`config.mk`:
```
export PLATFORM = sky130hd
export DESIGN_NAME = conv_window_ctrl_flat
export DESIGN_NICKNAME = d
export VERILOG_FILES = /design/src/rtl/conv_ctrl_pkg.sv /design/src/rtl/conv_window_ctrl_if.sv /design/src/rtl/conv_pos_counter.sv /design/src/rtl/conv_window_ctrl.sv /design/src/flat_wrapper.sv
export SDC_FILE = /design/constraint.sdc
export NUM_CORES = 1
export LEC_CHECK = 0
export CORE_MARGIN = 2
export CORE_UTILIZATION = 50
export CTS_CLUSTER_SIZE = 14
export DETAILED_ROUTE_END_ITERATION = 7
export DONT_BUFFER_PORTS = 1
export PLACE_DENSITY = 0.79
export REMOVE_ABC_BUFFERS = 1
export SLEW_MARGIN = 30
export SYNTH_ARGS = -nofsm -noshare
export SYNTH_HDL_FRONTEND = slang
export SYNTH_SLANG_ARGS = --single-unit
```
`constraint.sdc`:
```
create_clock -name clk -period 1.8 [get_ports clk]
set_input_delay 0.09 -clock clk [delete_from_list [all_inputs] [get_ports clk]]
set_output_delay 0.09 -clock clk [all_outputs]
set_load 0.02 [all_outputs]
```
`src/rtl/conv_ctrl_pkg.sv`:
```
// -----------------------------------------------------------------------------
// conv_ctrl_pkg
// Shared definitions for the stride-2 3x3 convolution window controller:
//   - ctrl_state_t : controller FSM states (IDLE, RUN, DONE)
//   - coord_t      : 12-bit pixel / output-map coordinate
//   - out_dim()    : number of stride-2 3x3 windows along an axis of n pixels
// -----------------------------------------------------------------------------
package conv_ctrl_pkg;

    localparam int COORD_W = 12;

    typedef logic [COORD_W-1:0] coord_t;

    typedef enum logic [1:0] {
        IDLE = 2'd0,
        RUN  = 2'd1,
        DONE = 2'd2
    } ctrl_state_t;

    // A 3-wide window stepped by 2 fits (n-3)/2+1 times into n pixels.
    function automatic int out_dim(input int n);
        return (n - 3) / 2 + 1;
    endfunction

endpackage

```
`src/rtl/conv_window_ctrl_if.sv`:
```
// -----------------------------------------------------------------------------
// conv_window_ctrl_if
// Pixel-input and window-output handshake bundle of conv_window_ctrl.
//   pix_valid  : upstream pixel present
//   pix_ready  : controller accepts a pixel this cycle
//   shift_en   : pix_valid & pix_ready, enable for the 3x3 window datapath
//   win_valid  : datapath taps hold a stride-2 window
//   win_ready  : downstream consumes the window
//   out_col    : output-map column of the current window
//   out_row    : output-map row of the current window
// Modports:
//   master : controller side (drives ready/enable/window outputs)
//   slave  : environment side (drives pix_valid and win_ready)
// -----------------------------------------------------------------------------
interface conv_window_ctrl_if;
    import conv_ctrl_pkg::*;

    logic   pix_valid;
    logic   pix_ready;
    logic   shift_en;
    logic   win_valid;
    logic   win_ready;
    coord_t out_col;
    coord_t out_row;

    modport master (
        input  pix_valid,
        input  win_ready,
        output pix_ready,
        output shift_en,
        output win_valid,
        output out_col,
        output out_row
    );

    modport slave (
        output pix_valid,
        output win_ready,
        input  pix_ready,
        input  shift_en,
        input  win_valid,
        input  out_col,
        input  out_row
    );

endinterface

```
`src/rtl/conv_pos_counter.sv`:
```
// -----------------------------------------------------------------------------
// conv_pos_counter
// Raster position of the most recently presented pixel slot. col advances on
// every accepted pixel and wraps from IMG_WIDHT-1 to 0, bumping row; row wraps
// from IMG_HEIGHT-1 to 0 so the counters are naturally back at the origin
// after a complete frame.
// Ports:
//   clk      : clock
//   rst      : asynchronous active-low reset
//   clear    : synchronous return to (0,0), used when a frame is armed
//   advance  : one pixel accepted this cycle
//   col, row : current pixel position
//   last_pix : position is the final pixel of the frame
// -----------------------------------------------------------------------------
module conv_pos_counter
    import conv_ctrl_pkg::*;
#(
    parameter int IMG_WIDHT  = 299,
    parameter int IMG_HEIGHT = 299
) (
    input  logic   clk,
    input  logic   rst,
    input  logic   clear,
    input  logic   advance,
    output coord_t col,
    output coord_t row,
    output logic   last_pix
);

    localparam coord_t COL_MAX = coord_t'(IMG_WIDHT - 1);
    localparam coord_t ROW_MAX = coord_t'(IMG_HEIGHT - 1);

    coord_t col_reg;
    coord_t row_reg;
    logic   col_wrap;
    logic   row_wrap;

    assign col_wrap = (col_reg == COL_MAX);
    assign row_wrap = (row_reg == ROW_MAX);

    always_ff @(posedge clk or negedge rst) begin
        if (!rst) begin
            col_reg <= '0;
            row_reg <= '0;
        end else if (clear) begin
            col_reg <= '0;
            row_reg <= '0;
        end else if (advance) begin
            if (col_wrap) begin
                col_reg <= '0;
                row_reg <= row_wrap ? '0 : row_reg + 1'b1;
            end else begin
                col_reg <= col_reg + 1'b1;
            end
        end
    end

    assign col      = col_reg;
    assign row      = row_reg;
    assign last_pix = col_wrap && row_wrap;

endmodule

```
`src/rtl/conv_window_ctrl.sv`:
```
// -----------------------------------------------------------------------------
// conv_window_ctrl
// Frame controller for a stride-2 3x3 convolution window datapath. After a
// start pulse it accepts IMG_WIDHT x IMG_HEIGHT pixels in raster order, flags
// each position where the datapath taps hold a stride-2 window and reports the
// output-map index of that window, then drains the last window and pulses
// frame_done.
// Ports:
//   clk        : clock, all logic on posedge
//   rst        : asynchronous active-low reset
//   start      : one-cycle pulse, arms a frame (ignored unless idle)
//   bus        : pixel / window handshake (conv_window_ctrl_if.master)
//   frame_done : one-cycle end-of-frame pulse
//   busy       : controller is not idle
//   stall_cnt  : cycles with a window held but not consumed (saturating);
//                present only when CONV_WIN_STALL_CNT_EN is defined
// Optional feature macro: CONV_WIN_STALL_CNT_EN
// -----------------------------------------------------------------------------
module conv_window_ctrl
    import conv_ctrl_pkg::*;
#(
    parameter int IMG_WIDHT  = 299,
    parameter int IMG_HEIGHT = 299
) (
    input  logic                      clk,
    input  logic                      rst,
    input  logic                      start,
    conv_window_ctrl_if.master        bus,
    output logic                      frame_done,
    output logic                      busy
`ifdef CONV_WIN_STALL_CNT_EN
    ,
    output logic [31:0]               stall_cnt
`endif
);

    localparam coord_t WIN_MIN = coord_t'(2);

    ctrl_state_t state_reg;
    ctrl_state_t state_next;

    logic   pix_ready_int;
    logic   shift_en_int;
    logic   frame_done_int;
    logic   counter_clear;
    logic   win_load;

    coord_t col;
    coord_t row;
    logic   last_pix;

    logic   win_valid_reg;
    coord_t out_col_reg;
    coord_t out_row_reg;

    // -------------------------------------------------------------------------
    // Raster position
    // -------------------------------------------------------------------------
    conv_pos_counter #(
        .IMG_WIDHT  (IMG_WIDHT),
        .IMG_HEIGHT (IMG_HEIGHT)
    ) u_pos (
        .clk      (clk),
        .rst      (rst),
        .clear    (counter_clear),
        .advance  (shift_en_int),
        .col      (col),
        .row      (row),
        .last_pix (last_pix)
    );

    // -------------------------------------------------------------------------
    // FSM
    // -------------------------------------------------------------------------
    always_ff @(posedge clk or negedge rst) begin
        if (!rst) begin
            state_reg <= IDLE;
        end else begin
            state_reg <= state_next;
        end
    end

    always_comb begin
        state_next     = state_reg;
        pix_ready_int  = 1'b0;
        frame_done_int = 1'b0;
        counter_clear  = 1'b0;
        case (state_reg)
            IDLE: begin
                if (start) begin
                    state_next    = RUN;
                    counter_clear = 1'b1;
                end
            end
            RUN: begin
                // A held window that is not consumed this cycle blocks the
                // pipe: shifting now would overwrite the datapath taps.
                pix_ready_int = !(win_valid_reg && !bus.win_ready);
                if (bus.pix_valid && pix_ready_int && last_pix) begin
                    state_next = DONE;
                end
            end
            DONE: begin
                if (!win_valid_reg) begin
                    frame_done_int = 1'b1;
                    state_next     = IDLE;
                end
            end
            default: begin
                state_next = IDLE;
            end
        endcase
    end

    assign shift_en_int = bus.pix_valid && pix_ready_int;

    // -------------------------------------------------------------------------
    // Window flag and output-map index
    // -------------------------------------------------------------------------
    // The pixel at (col,row) completes a 3x3 neighbourhood whose top-left is
    // (col-2,row-2); the stride-2 grid keeps only even top-left corners, i.e.
    // even col/row, and (col-2)/2 equals col/2-1 for even col.
    assign win_load = shift_en_int && (col >= WIN_MIN) && (row >= WIN_MIN)
                      && !col[0] && !row[0];

    always_ff @(posedge clk or negedge rst) begin
        if (!rst) begin
            win_valid_reg <= 1'b0;
            out_col_reg   <= '0;
            out_row_reg   <= '0;
        end else if (win_load) begin
            win_valid_reg <= 1'b1;
            out_col_reg   <= (col >> 1) - 1'b1;
            out_row_reg   <= (row >> 1) - 1'b1;
        end else if (bus.win_ready) begin
            win_valid_reg <= 1'b0;
        end
    end

    // -------------------------------------------------------------------------
    // Optional stall statistics
    // -------------------------------------------------------------------------
`ifdef CONV_WIN_STALL_CNT_EN
    logic [31:0] stall_cnt_reg;

    always_ff @(posedge clk or negedge rst) begin
        if (!rst) begin
            stall_cnt_reg <= '0;
        end else if (counter_clear) begin
            stall_cnt_reg <= '0;
        end else if (win_valid_reg && !bus.win_ready && (stall_cnt_reg != '1)) begin
            stall_cnt_reg <= stall_cnt_reg + 1'b1;
        end
    end

    assign stall_cnt = stall_cnt_reg;
`endif

    // -------------------------------------------------------------------------
    // Outputs
    // -------------------------------------------------------------------------
    assign bus.pix_ready = pix_ready_int;
    assign bus.shift_en  = shift_en_int;
    assign bus.win_valid = win_valid_reg;
    assign bus.out_col   = out_col_reg;
    assign bus.out_row   = out_row_reg;
    assign frame_done    = frame_done_int;
    assign busy          = (state_reg != IDLE);

endmodule

```
`src/flat_wrapper.sv`:
```
// flat-port wrapper written by rule: the top's interface ports become plain ports
module conv_window_ctrl_flat import conv_ctrl_pkg::*;
#(
    parameter int IMG_WIDHT  = 299,
    parameter int IMG_HEIGHT = 299
)
  (clk, rst, start, frame_done, busy, bus_pix_valid, bus_win_ready, bus_pix_ready, bus_shift_en, bus_win_valid, bus_out_col, bus_out_row);
  conv_window_ctrl_if bus_i ();
  input  logic clk;
  input  logic rst;
  input  logic start;
  output logic frame_done;
  output logic busy;
  input wire logic [$bits(bus_i.pix_valid)-1:0] bus_pix_valid;
  input wire logic [$bits(bus_i.win_ready)-1:0] bus_win_ready;
  output wire logic [$bits(bus_i.pix_ready)-1:0] bus_pix_ready;
  output wire logic [$bits(bus_i.shift_en)-1:0] bus_shift_en;
  output wire logic [$bits(bus_i.win_valid)-1:0] bus_win_valid;
  output wire logic [$bits(bus_i.out_col)-1:0] bus_out_col;
  output wire logic [$bits(bus_i.out_row)-1:0] bus_out_row;
  assign bus_i.pix_valid = bus_pix_valid;
  assign bus_i.win_ready = bus_win_ready;
  assign bus_pix_ready = bus_i.pix_ready;
  assign bus_shift_en = bus_i.shift_en;
  assign bus_win_valid = bus_i.win_valid;
  assign bus_out_col = bus_i.out_col;
  assign bus_out_row = bus_i.out_row;
  conv_window_ctrl #(.IMG_WIDHT(IMG_WIDHT), .IMG_HEIGHT(IMG_HEIGHT)) u_core (.clk(clk), .rst(rst), .start(start), .bus(bus_i), .frame_done(frame_done), .busy(busy));
endmodule
```
==> impl_metrics.tcl <==
set metrics [dict create \
    met2_usage_pct 36.64 \
    internal_power_mw 2.813 \
    pin_count 34 \
    post_drt_wl_per_cell_um 17.01 \
    n_fill_cell 392 \
    drive_gt1_share_pct 31.44 \
    fin_nets 381 \
    reg2regPathDepth 8 \
    multiInputGateArea_um2 1665 \
    regArea_um2 1277 \
    cp_cell_sequence "ha_4 > buf_4 > nor2_2 > nand3_2 > o211ai_4 > buf_12 > a21oi_1 > a21o_1" \
    ys_top_cells_by_area "dfrtp_1, xnor2_1, nand2_1, o21ai_0, nor2_1" \
    leakagePower_nw 1.588 \
    grt_max_degree 52 \
    dp_hpwl_um 4719 \
    rr_startpoint "u_core.u_pos.col[1]" \
    syn_area_um2 2873 \
    critPathCaptureType "flop" \
    clock-root-buffer "clkbuf_8" \
    seqPwrFrac_pct 42.0 \
    drv_cap 0 \
    crit_type "reg -> reg" \
    reg2reg_to "u_core.bus.out_row[4]" \
    dieArea_um2 6368 \
    clockPowerShare_pct 15.5 \
    cp_max_fo 12 \
    drt_iter0_markers 164 \
    critPathTopFamily "compound AO/OA/AOI/OAI gates" \
    post-route-period-util_pct 104.1 \
    p_per_area_nw_per_um2 1271 \
    setup_slack_ns -0.07460 \
    required_ns 2.00 \
    p_switching_mw 1.958 \
    finClkSkew_ns 0.004060 \
    grt_pass1_vias 2507 \
    clock_sinks 51 \
    grt_pass1_wl_um 11520 \
    violations "setup timing" \
    synth_area_per_cell_um2 9.149 \
    rrSetupSlack_ns -0.07 \
    max_freq_mhz 533.4 \
    cts_buffers 5 \
    antenna_found_initial 0 \
    gp_congestion 0.9459 \
    finalMaxSlewViolations 0 \
    path_clk_slew_ns 0.09 \
    relSlewSlack_pct 73.12 \
    antenna_left 0 \
    synth.distinct_cells 45 \
    grt_use_met1_pct 30.65 \
    ys.flop_type "dfrtp_1" \
    rsz0062_at_grt "yes" \
    irDropWorstVdd_mv 0.6677 \
    holdWs_ns 0.02553 \
    hold_end "u_core.bus.win_valid" \
    grt_util_met3_pct 3.846 \
    syn_to_final_growth_pct 30.62 \
    synth-seq-area-share_pct 44.43 \
    num_rows 27 \
    grt_use_total_pct 22.89 \
    cp-start-kind "flop" \
    min_path_cells 2 \
    critical_path_buf_inv_count 2 \
    arrival_ns 2.07 \
    swShare_pct 41.04 \
    yosysTopAreaCell "dfrtp_1" \
    power_mw 4.771 \
    cts.path.max_buffers 2 \
    dieHeight_um 79.80 \
    instances_no_fill 441 \
    synthCells 314 \
    top_usage_layer "met2" \
    worstSkewPairLatency_ns 0.30 \
    finalHoldViolations 0 \
    grt_overflow 0 \
    yosysMostFrequentCell "dfrtp_1" \
    coreArea_um2 5540 \
    hp-start "bus_win_ready" \
    drt_pass1_iterations 4 \
    wl_um 7501 \
    outcome "complete, but fails checks" \
    worst_path_max_delay_cell "dfrtp_1" \
    antenna_cells 0 \
    die_width_um 79.80 \
    hp-class "in -> reg" \
    post-place-ws_ns -0.005593 \
    dpl.cell_count 420 \
    worst_slew_pin_slew_ns 0.4018 \
    fin_crit_ns 1.875 \
    synth_common_cells "dfrtp_1, nand2_1, o21ai_0" \
    ys_warn_count 0 \
    final-setup-viol-count 16 \
    route.vias.total 2597 \
    drc 0 \
    htree_levels 2 \
    critPathMaxStageDelay_ns 0.48 \
    synth_edf_count 0 \
    io_buffers 0 \
    synthArstFlopShare_pct 100.0 \
    start_util_pct 51.85 \
    synth_top_area_share_pct 44.43 \
    cts_tree "done" \
    combinationalPowerShare_pct 42.5 \
    viasPerCell 5.889 \
    ys_ff_latch 51 \
    final_util_pct 67.73 \
]
final cells by class:
type,instances,share of cell area [%]
Clock inverter,1,0.2001
Inverter,10,1.000
Multi-Input combinational cell,235,44.38
Timing Repair Buffer,65,15.41
Sequential cell,51,34.04
Clock buffer,7,2.568
Tap cell,72,2.401
cell usage in the layout (no fill, tap or decap), drive strengths merged, types with 3 or more instances in the layout:
master  instances
xor2            3
clkbuf          8
nand3b          3
nor4            5
buf            62
nor3b           5
nor3            7
or3             8
and2            5
or2             3
o211ai          3
o21ai          34
nand4b          3
a21oi          11
a31oi           3
nand2b          3
inv            10
xnor2          23
o31ai           7
nand3           7
ha              8
and4            3
nand2          40
dfrtp          51
nor2           28
nand4           5
nor4b           4
routing by layer:
| layer | share of wire [%] | vias up |
|---|---|---|
| met5 | 0 | - |
| met3 | 6.3 | 15 |
| met1 | 43 | 1256 |
| met4 | 1.7 | 0 |
| met2 | 49 | 116 |
| li1 | - | 1210 |
what timing repair did:
item                                   4_1_cts  5_1_grt
setup endpoints to repair                    5       44
hold buffers                                 3        0
resized for setup                            7       50
cloned                                       1        2
endpoints found under the hold margin       52        0
pin swaps                                    2       10
setup buffers                                2        5
kinds of logic (layout without fill, tap and decap cells):
logic type / Yosys count / count (layout) / synth area share [%]
compound gates: 65 / 66 / 14.42
xor+xnor: 26 / 26 / 7.927
fa+ha+maj: 8 / 8 / 3.484
buf+inv: 29 / 83 / 4.486
flops: 51 / 51 / 44.42
simple gates: 135 / 135 / 25.26
metrics by stage:
step	area, um2	TNS, ns
after detailed placement	3294	-0.005593
final	3752	-0.3379
after global placement	3294	0
after global routing	3752	-2.440
after floorplan	2781	-7.459
after CTS	3492	-0.01474
power groups by stage:
stage	registers, mW	logic [mW]	clock network [mW]
after global placement	2.00	1.62	0
after floorplan	2.02	0.981	0
after CTS	1.99	1.73	0.753
after global routing	2.04	2.23	0.797
final	2.00	2.03	0.741
after detailed placement	2.01	1.68	0
worst max-delay path by stage:
stage                        start               endpoint  slack (ns)  cells after the start
3_5_place_dp   u_core.u_pos.col[7]    u_core.u_pos.row[1]      -0.006                      5
5_1_grt        u_core.u_pos.col[1]  u_core.bus.out_row[4]       -0.13                      8
6_report       u_core.u_pos.col[1]  u_core.bus.out_row[4]       -0.07                      8
3_3_place_gp   u_core.u_pos.col[7]    u_core.u_pos.row[1]        0.05                      5
2_1_floorplan  u_core.u_pos.col[3]  u_core.bus.out_row[4]       -0.33                      5
4_1_cts        u_core.u_pos.col[0]   u_core.u_pos.row[11]      -0.007                      8
Power figures use the tool's default switching activity.
